`config.mk`:
```
export PLATFORM = sky130hd
export DESIGN_NAME = pipeline_hazard_ctrl
export DESIGN_NICKNAME = d
export VERILOG_FILES = /design/src/rtl/pipeline_hazard_ctrl.sv
export SDC_FILE = /design/constraint.sdc
export NUM_CORES = 1
export LEC_CHECK = 0
export ABC_AREA = 1
export BUFFER_PORTS_ARGS = -buffer_cell sky130_fd_sc_hd__buf_4
export CORE_ASPECT_RATIO = 1.2
export CORE_MARGIN = 8
export CORE_UTILIZATION = 50
export CTS_CLUSTER_SIZE = 10
export DETAILED_ROUTE_END_ITERATION = 12
export PLACE_DENSITY = 0.82
export SYNTH_ARGS = -nofsm -noshare
export SYNTH_HDL_FRONTEND = slang
export SYNTH_SLANG_ARGS = --single-unit
```
`constraint.sdc`:
```
create_clock -name clk -period 2.85 [get_ports clk]
set_input_delay 0 -clock clk [delete_from_list [all_inputs] [get_ports clk]]
set_output_delay 0 -clock clk [all_outputs]
set_load 0.02 [all_outputs]
```
`src/rtl/pipeline_hazard_ctrl.sv`:
```
// Stall/flush controller for the 5-stage rv32i pipeline: register enables,
// bubble insertion, MDU handshake, stale imem tracking and perf counters.
//
// Ports:
//   clk, rst (sync, active-low)
//   imem_req/imem_resp, dmem_req/dmem_resp    memory handshakes
//   ex_br_taken, ex_is_muldiv, mdu_done       EX redirect / MDU status
//   ex_mem_read, ex_rd, id_rs1/2, id_uses_rs1/2  load-use detection
//   mdu_start                                 one-cycle MDU launch
//   load_* / flush_*                          pipeline register control
//   imem_discard                              drop stale imem response
//   stall_cnt, flush_cnt                      saturating perf counters
module pipeline_hazard_ctrl #(
    parameter int CNT_W = 32
) (
    input  logic             clk,
    input  logic             rst,
    input  logic             imem_req,
    input  logic             imem_resp,
    input  logic             dmem_req,
    input  logic             dmem_resp,
    input  logic             ex_br_taken,
    input  logic             ex_is_muldiv,
    input  logic             mdu_done,
    input  logic             ex_mem_read,
    input  logic [4:0]       ex_rd,
    input  logic [4:0]       id_rs1,
    input  logic [4:0]       id_rs2,
    input  logic             id_uses_rs1,
    input  logic             id_uses_rs2,
    output logic             mdu_start,
    output logic             load_pc,
    output logic             load_if_id,
    output logic             load_id_ex,
    output logic             load_ex_mem,
    output logic             load_mem_wb,
    output logic             flush_if_id,
    output logic             flush_id_ex,
    output logic             flush_ex_mem,
    output logic             imem_discard,
    output logic [CNT_W-1:0] stall_cnt,
    output logic [CNT_W-1:0] flush_cnt
);

    typedef enum logic {
        MDU_IDLE,
        MDU_BUSY
    } mdu_state_e;

    typedef enum logic {
        IM_RUN,
        IM_DRAIN
    } imem_state_e;

    mdu_state_e       mdu_q, mdu_d;
    imem_state_e      imem_q, imem_d;
    logic [CNT_W-1:0] stall_cnt_q, stall_cnt_d;
    logic [CNT_W-1:0] flush_cnt_q, flush_cnt_d;

    logic fetch_pend;
    logic dstall;
    logic mstall;
    logic lduse;
    logic istall;
    logic rs1_hit;
    logic rs2_hit;

    assign fetch_pend = imem_req & ~imem_resp;
    assign dstall     = dmem_req & ~dmem_resp;
    // The op only advances in the cycle the running MDU reports done.
    assign mstall     = ex_is_muldiv
                      & ~((mdu_q == MDU_BUSY) & mdu_done);
    assign rs1_hit    = id_uses_rs1 & (id_rs1 == ex_rd);
    assign rs2_hit    = id_uses_rs2 & (id_rs2 == ex_rd);
    assign lduse      = ex_mem_read & (ex_rd != 5'd0)
                      & (rs1_hit | rs2_hit);
    // While draining, PC already holds the redirect target, so
    // IF stays parked until the stale response has gone by.
    assign istall     = fetch_pend | (imem_q == IM_DRAIN);

    // One-hot priority selects, highest first.
    logic sel_d, sel_m, sel_r, sel_h, sel_n;

    assign sel_d = dstall;
    assign sel_m = ~sel_d & mstall;
    assign sel_r = ~sel_d & ~sel_m & ex_br_taken;
    assign sel_h = ~sel_d & ~sel_m & ~ex_br_taken
                 & (lduse | istall);
    assign sel_n = ~(sel_d | sel_m | sel_r | sel_h);

    always_comb begin
        load_pc      = 1'b1;
        load_if_id   = 1'b1;
        load_id_ex   = 1'b1;
        load_ex_mem  = 1'b1;
        load_mem_wb  = 1'b1;
        flush_if_id  = 1'b0;
        flush_id_ex  = 1'b0;
        flush_ex_mem = 1'b0;
        unique case (1'b1)
            sel_d: begin
                load_pc     = 1'b0;
                load_if_id  = 1'b0;
                load_id_ex  = 1'b0;
                load_ex_mem = 1'b0;
                load_mem_wb = 1'b0;
            end
            sel_m: begin
                load_pc      = 1'b0;
                load_if_id   = 1'b0;
                load_id_ex   = 1'b0;
                flush_ex_mem = 1'b1;
            end
            sel_r: begin
                flush_if_id = 1'b1;
                flush_id_ex = 1'b1;
            end
            sel_h: begin
                load_pc     = 1'b0;
                load_if_id  = 1'b0;
                flush_id_ex = 1'b1;
            end
            sel_n: begin
                load_pc = 1'b1;
            end
        endcase

        mdu_d     = mdu_q;
        mdu_start = 1'b0;
        unique case (mdu_q)
            MDU_IDLE: begin
                if (ex_is_muldiv & ~dstall) begin
                    mdu_d     = MDU_BUSY;
                    mdu_start = 1'b1;
                end
            end
            MDU_BUSY: begin
                if (mdu_done) begin
                    mdu_d = MDU_IDLE;
                end
            end
        endcase

        imem_d       = imem_q;
        imem_discard = 1'b0;
        unique case (imem_q)
            IM_RUN: begin
                if (sel_r & fetch_pend) begin
                    imem_d = IM_DRAIN;
                end
            end
            IM_DRAIN: begin
                imem_discard = imem_resp;
                if (imem_resp) begin
                    imem_d = IM_RUN;
                end
            end
        endcase

        stall_cnt_d = stall_cnt_q;
        if (~load_pc & ~(&stall_cnt_q)) begin
            stall_cnt_d = stall_cnt_q + 1'b1;
        end
        flush_cnt_d = flush_cnt_q;
        if (sel_r & ~(&flush_cnt_q)) begin
            flush_cnt_d = flush_cnt_q + 1'b1;
        end

        // Present a quiet, free-flowing pipeline while held in reset.
        if (!rst) begin
            load_pc      = 1'b1;
            load_if_id   = 1'b1;
            load_id_ex   = 1'b1;
            load_ex_mem  = 1'b1;
            load_mem_wb  = 1'b1;
            flush_if_id  = 1'b0;
            flush_id_ex  = 1'b0;
            flush_ex_mem = 1'b0;
            mdu_start    = 1'b0;
            imem_discard = 1'b0;
        end
    end

    always_ff @(posedge clk) begin
        if (!rst) begin
            mdu_q       <= MDU_IDLE;
            imem_q      <= IM_RUN;
            stall_cnt_q <= '0;
            flush_cnt_q <= '0;
        end else begin
            mdu_q       <= mdu_d;
            imem_q      <= imem_d;
            stall_cnt_q <= stall_cnt_d;
            flush_cnt_q <= flush_cnt_d;
        end
    end

    assign stall_cnt = stall_cnt_q;
    assign flush_cnt = flush_cnt_q;

endmodule
```
==> reports/qor.yml <==
run_status: "complete, no violations"
global_route_wire_length_before_repair_um: 18900
fin_setup_tns_ns: 0
worst-setup-path-type: "reg -> out"
fp.coreArea_mm2: 0.00802
nets: 785
cts_num_sinks: 66
cellLeakagePower_nw: 2.20
post_layout_min_period_ns: 2.12
worst_clock_skew_ns: 0.0118
max_cap_violations: 0
initialDrtViolationCount: 212
postSynthCellCount: 658
max-clock-path-buffers: 2
post_drt_via_cell_ratio: 5.20
first_global_vias: 4488
async_reset_ff_share_pct: 0
synth_enable_flop_cells: 0
synthMuxAreaShare_pct: 0
row_count: 36
cp_max_fo: 38
tightestPinTransition_ns: 0.664
max_clock_freq_mhz: 472
cp.arrival_ns: 2.12
largest_net_degree_at_the_start_of_global_routing: 58
combPwrFrac_pct: 10.7
critPathLaunch: "mdu_q$_SDFF_PN0_"
critical_path_startpoint_category: "register"
gpl.final_weighted_congestion: 0.889
tritoncts: "built"
timing.slew.headroom_pct: 55.6
report.final.slew_viol_count: 0
synth_fp_nets: 687
io_pins: 101
synthesis.area_mm2: 0.00406
met3_wirelength_um: 779
netSwitchingFraction_pct: 26.6
worst_r2r_endpoint: "stall_cnt[24]$_SDFFE_PN0P_"
detailedPlacementHpwl_um: 8260
numPlacedInstances: 836
hold_viol: 0
setup_repair_after_global_routing_missed_its_margin: "no"
highest_layer_used_for_signal_routing: "met4"
ir_drop_uv: 290
finish.cell_count_without_fillers: 856
drive_gt1_share_pct: 21.2
detailed_place.area_mm2: 0.00481
via_count: 4450
antenna_found_initial: 0
grt_util_all_layers_pct: 20.0
met1_length_um: 4400
required_ns: 2.85
die_x_um: 98.2
grt_remaining_overflow: 0
synth-adder-area-share_pct: 0.617
cts.clk_slew.worst_paths_ns: 0.07
htreeDepth: 3
postSynth.topFlopCell: "sky130_fd_sc_hd__dfxtp_1"
detail-route-antenna-nets: 0
p_switching_mw: 0.523
power.share.clock_pct: 41.6
syn_avg_cell_area_um2: 6.16
floorplan.die.height_um: 115
synth_area_in_xor_xnor_pct: 1.30
min_path_type: "in -> reg"
area_growth_pct: 24.6
final.setup.worst_slack_ns: 0.730
ys_seq_area_share_pct: 32.6
first_drt_pass_iteration_count: 5
synth_warnings: 0
total_power_mw: 1.97
rrSetupSlack_ns: 0.84
count_of_unique_library_cells_instantiated_by_yosys: 34
routed_wirelength_um: 11000
placement.setup.worst_slack_ns: 0.831
floorplan.initialDensity_pct: 50.6
portBuffers: 100
internal_power_summed_over_all_cells_mw: 1.44
clk_latency_ns: 0.35
clock_tree.root_cell: "sky130_fd_sc_hd__clkbuf_8"
worstReg2RegStart: "mdu_q$_SDFF_PN0_"
synth-compound-area-share_pct: 8.85
worstSetupEndpointType: "primary output"
simple_gate_portion_of_the_synthesized_area_pct: 46.3
setup_viol_count_final: 0
drcViolationCount: 0
die_area_mm2: 0.0113
sequentialPowerShare_pct: 47.7
reg2reg_depth: 10
final_cell_area_mm2: 0.00506
power.density_mw_per_mm2: 389
route.detailed.wl_per_inst_um: 12.8
diodes: 0
final_min_period_over_clock_period_pct: 74.4
detail_route_met2_wl_um: 5560
ys_seq_elements: 66
critical_path.endpoint: "load_if_id"
combinational_family_with_the_most_area_after_synthesis: "simple AND/OR/NAND/NOR gates"
cts-buffers-inserted: 9
## cells in the final DEF, fill, tap and decap left out, types with 10 or more instances in the layout
cell / count
sky130_fd_sc_hd__buf_4: 104
sky130_fd_sc_hd__nor2_1: 115
sky130_fd_sc_hd__o21ai_0: 10
sky130_fd_sc_hd__inv_1: 67
sky130_fd_sc_hd__clkbuf_8: 10
sky130_fd_sc_hd__nor2_2: 12
sky130_fd_sc_hd__dfxtp_1: 66
sky130_fd_sc_hd__a21oi_1: 50
sky130_fd_sc_hd__nand3_1: 59
sky130_fd_sc_hd__nor3_1: 25
sky130_fd_sc_hd__nand2_1: 173
## area by class of cell
type	instances	area, um^2
clock buffers	11	141
clock inverters	5	62.6
fillers	770	2960
inverters	74	278
multi-input cells	497	2310
flip-flops and latches	66	1320
well taps	95	119
repair buffers	108	821
## routing by layer
| layer | GRT usage (%) | up-vias |
|---|---|---|
| met5 | 0 | - |
| met4 | 8.92 | 0 |
| met3 | 5.90 | 23 |
| met2 | 36.5 | 145 |
| met1 | 20.8 | 1993 |
| li1 | - | 2289 |
## registers in the layout (all words and copies together), names as in the netlist
| signal | count |
|---|---|
| flush_cnt | 32 |
| stall_cnt | 32 |
| imem_q | 1 |
| mdu_q | 1 |
## power by group through the flow
stage	clock network [mW]	registers, mW	logic [mW]
final	0.819	0.938	0.210
after floorplan	0	0.966	0.132
after global placement	0	0.958	0.201
after global routing	0.885	0.939	0.236
after detailed placement	0	0.959	0.207
after CTS	0.834	0.938	0.211
## critical path, stage by stage, from the launching register on
cell                      delay, ns
sky130_fd_sc_hd__dfxtp_1       0.34
sky130_fd_sc_hd__nor2_1        0.06
sky130_fd_sc_hd__a21oi_1       0.15
sky130_fd_sc_hd__nand2_1       0.14
sky130_fd_sc_hd__nor2_1        0.11
sky130_fd_sc_hd__nand2_1       0.09
sky130_fd_sc_hd__nand2_2       0.50
sky130_fd_sc_hd__nand2_1       0.18
sky130_fd_sc_hd__buf_4         0.21
## stage by stage
stage	hold slack, ns	util [%]
after floorplan	0.122	-
final	0.0398	63.1
after global routing	0.0568	63.1
after detailed placement	0.292	60.0
after CTS	0.0363	63.1
after global placement	0.269	60.0
## how the worst min path moves through the flow
| stage | startpoint | end | slack, ns | depth (start not counted) |
|---|---|---|---|---|
| CTS | ex_is_muldiv | mdu_q$_SDFF_PN0_ | 0.04 | 5 |
| finish | ex_is_muldiv | mdu_q$_SDFF_PN0_ | 0.04 | 5 |
| detailed placement | mdu_done | mdu_q$_SDFF_PN0_ | 0.29 | 4 |
| global route | ex_is_muldiv | mdu_q$_SDFF_PN0_ | 0.06 | 5 |
| floorplan | imem_resp | imem_discard | 0.12 | 2 |
| global placement | mdu_done | mdu_q$_SDFF_PN0_ | 0.27 | 4 |
## cells in the mapped netlist (2+ instances only)
cell type / count / area, um^2
sky130_fd_sc_hd__inv_1: 67 / 251
sky130_fd_sc_hd__buf_2: 10 / 50.1
sky130_fd_sc_hd__buf_4: 6 / 45.0
sky130_fd_sc_hd__nand3_2: 8 / 80.1
sky130_fd_sc_hd__o21a_1: 2 / 15.0
sky130_fd_sc_hd__xnor2_1: 3 / 26.3
sky130_fd_sc_hd__nand2_1: 173 / 649
sky130_fd_sc_hd__a21oi_1: 50 / 250
sky130_fd_sc_hd__nor3b_1: 3 / 22.5
sky130_fd_sc_hd__xor2_1: 3 / 26.3
sky130_fd_sc_hd__nor2_2: 12 / 75.1
sky130_fd_sc_hd__nand2_2: 9 / 56.3
sky130_fd_sc_hd__buf_6: 4 / 45.0
sky130_fd_sc_hd__nor2_4: 2 / 22.5
sky130_fd_sc_hd__nor3_2: 2 / 20.0
sky130_fd_sc_hd__inv_2: 6 / 22.5
sky130_fd_sc_hd__nor2_1: 115 / 432
sky130_fd_sc_hd__nor3_1: 25 / 125
sky130_fd_sc_hd__nand4_1: 7 / 43.8
sky130_fd_sc_hd__nand3_1: 59 / 295
sky130_fd_sc_hd__ha_1: 2 / 25.0
sky130_fd_sc_hd__dfxtp_1: 66 / 1320
sky130_fd_sc_hd__o21ai_0: 10 / 50.1
sky130_fd_sc_hd__o21ai_1: 4 / 20.0
## cells by family after synthesis
family	count (synthesis)
simple gates	420
buf+inv	95
compound gates	69
flops	66
xor+xnor	6
fa+ha+maj	2
## what timing repair did
action,in CTS,in global routing
endpoints found under the hold margin,2,0
setup buffers,0,0
hold buffers,4,0
gates resized for setup,0,0
No activity file was read; power rests on OpenSTA's default activity.
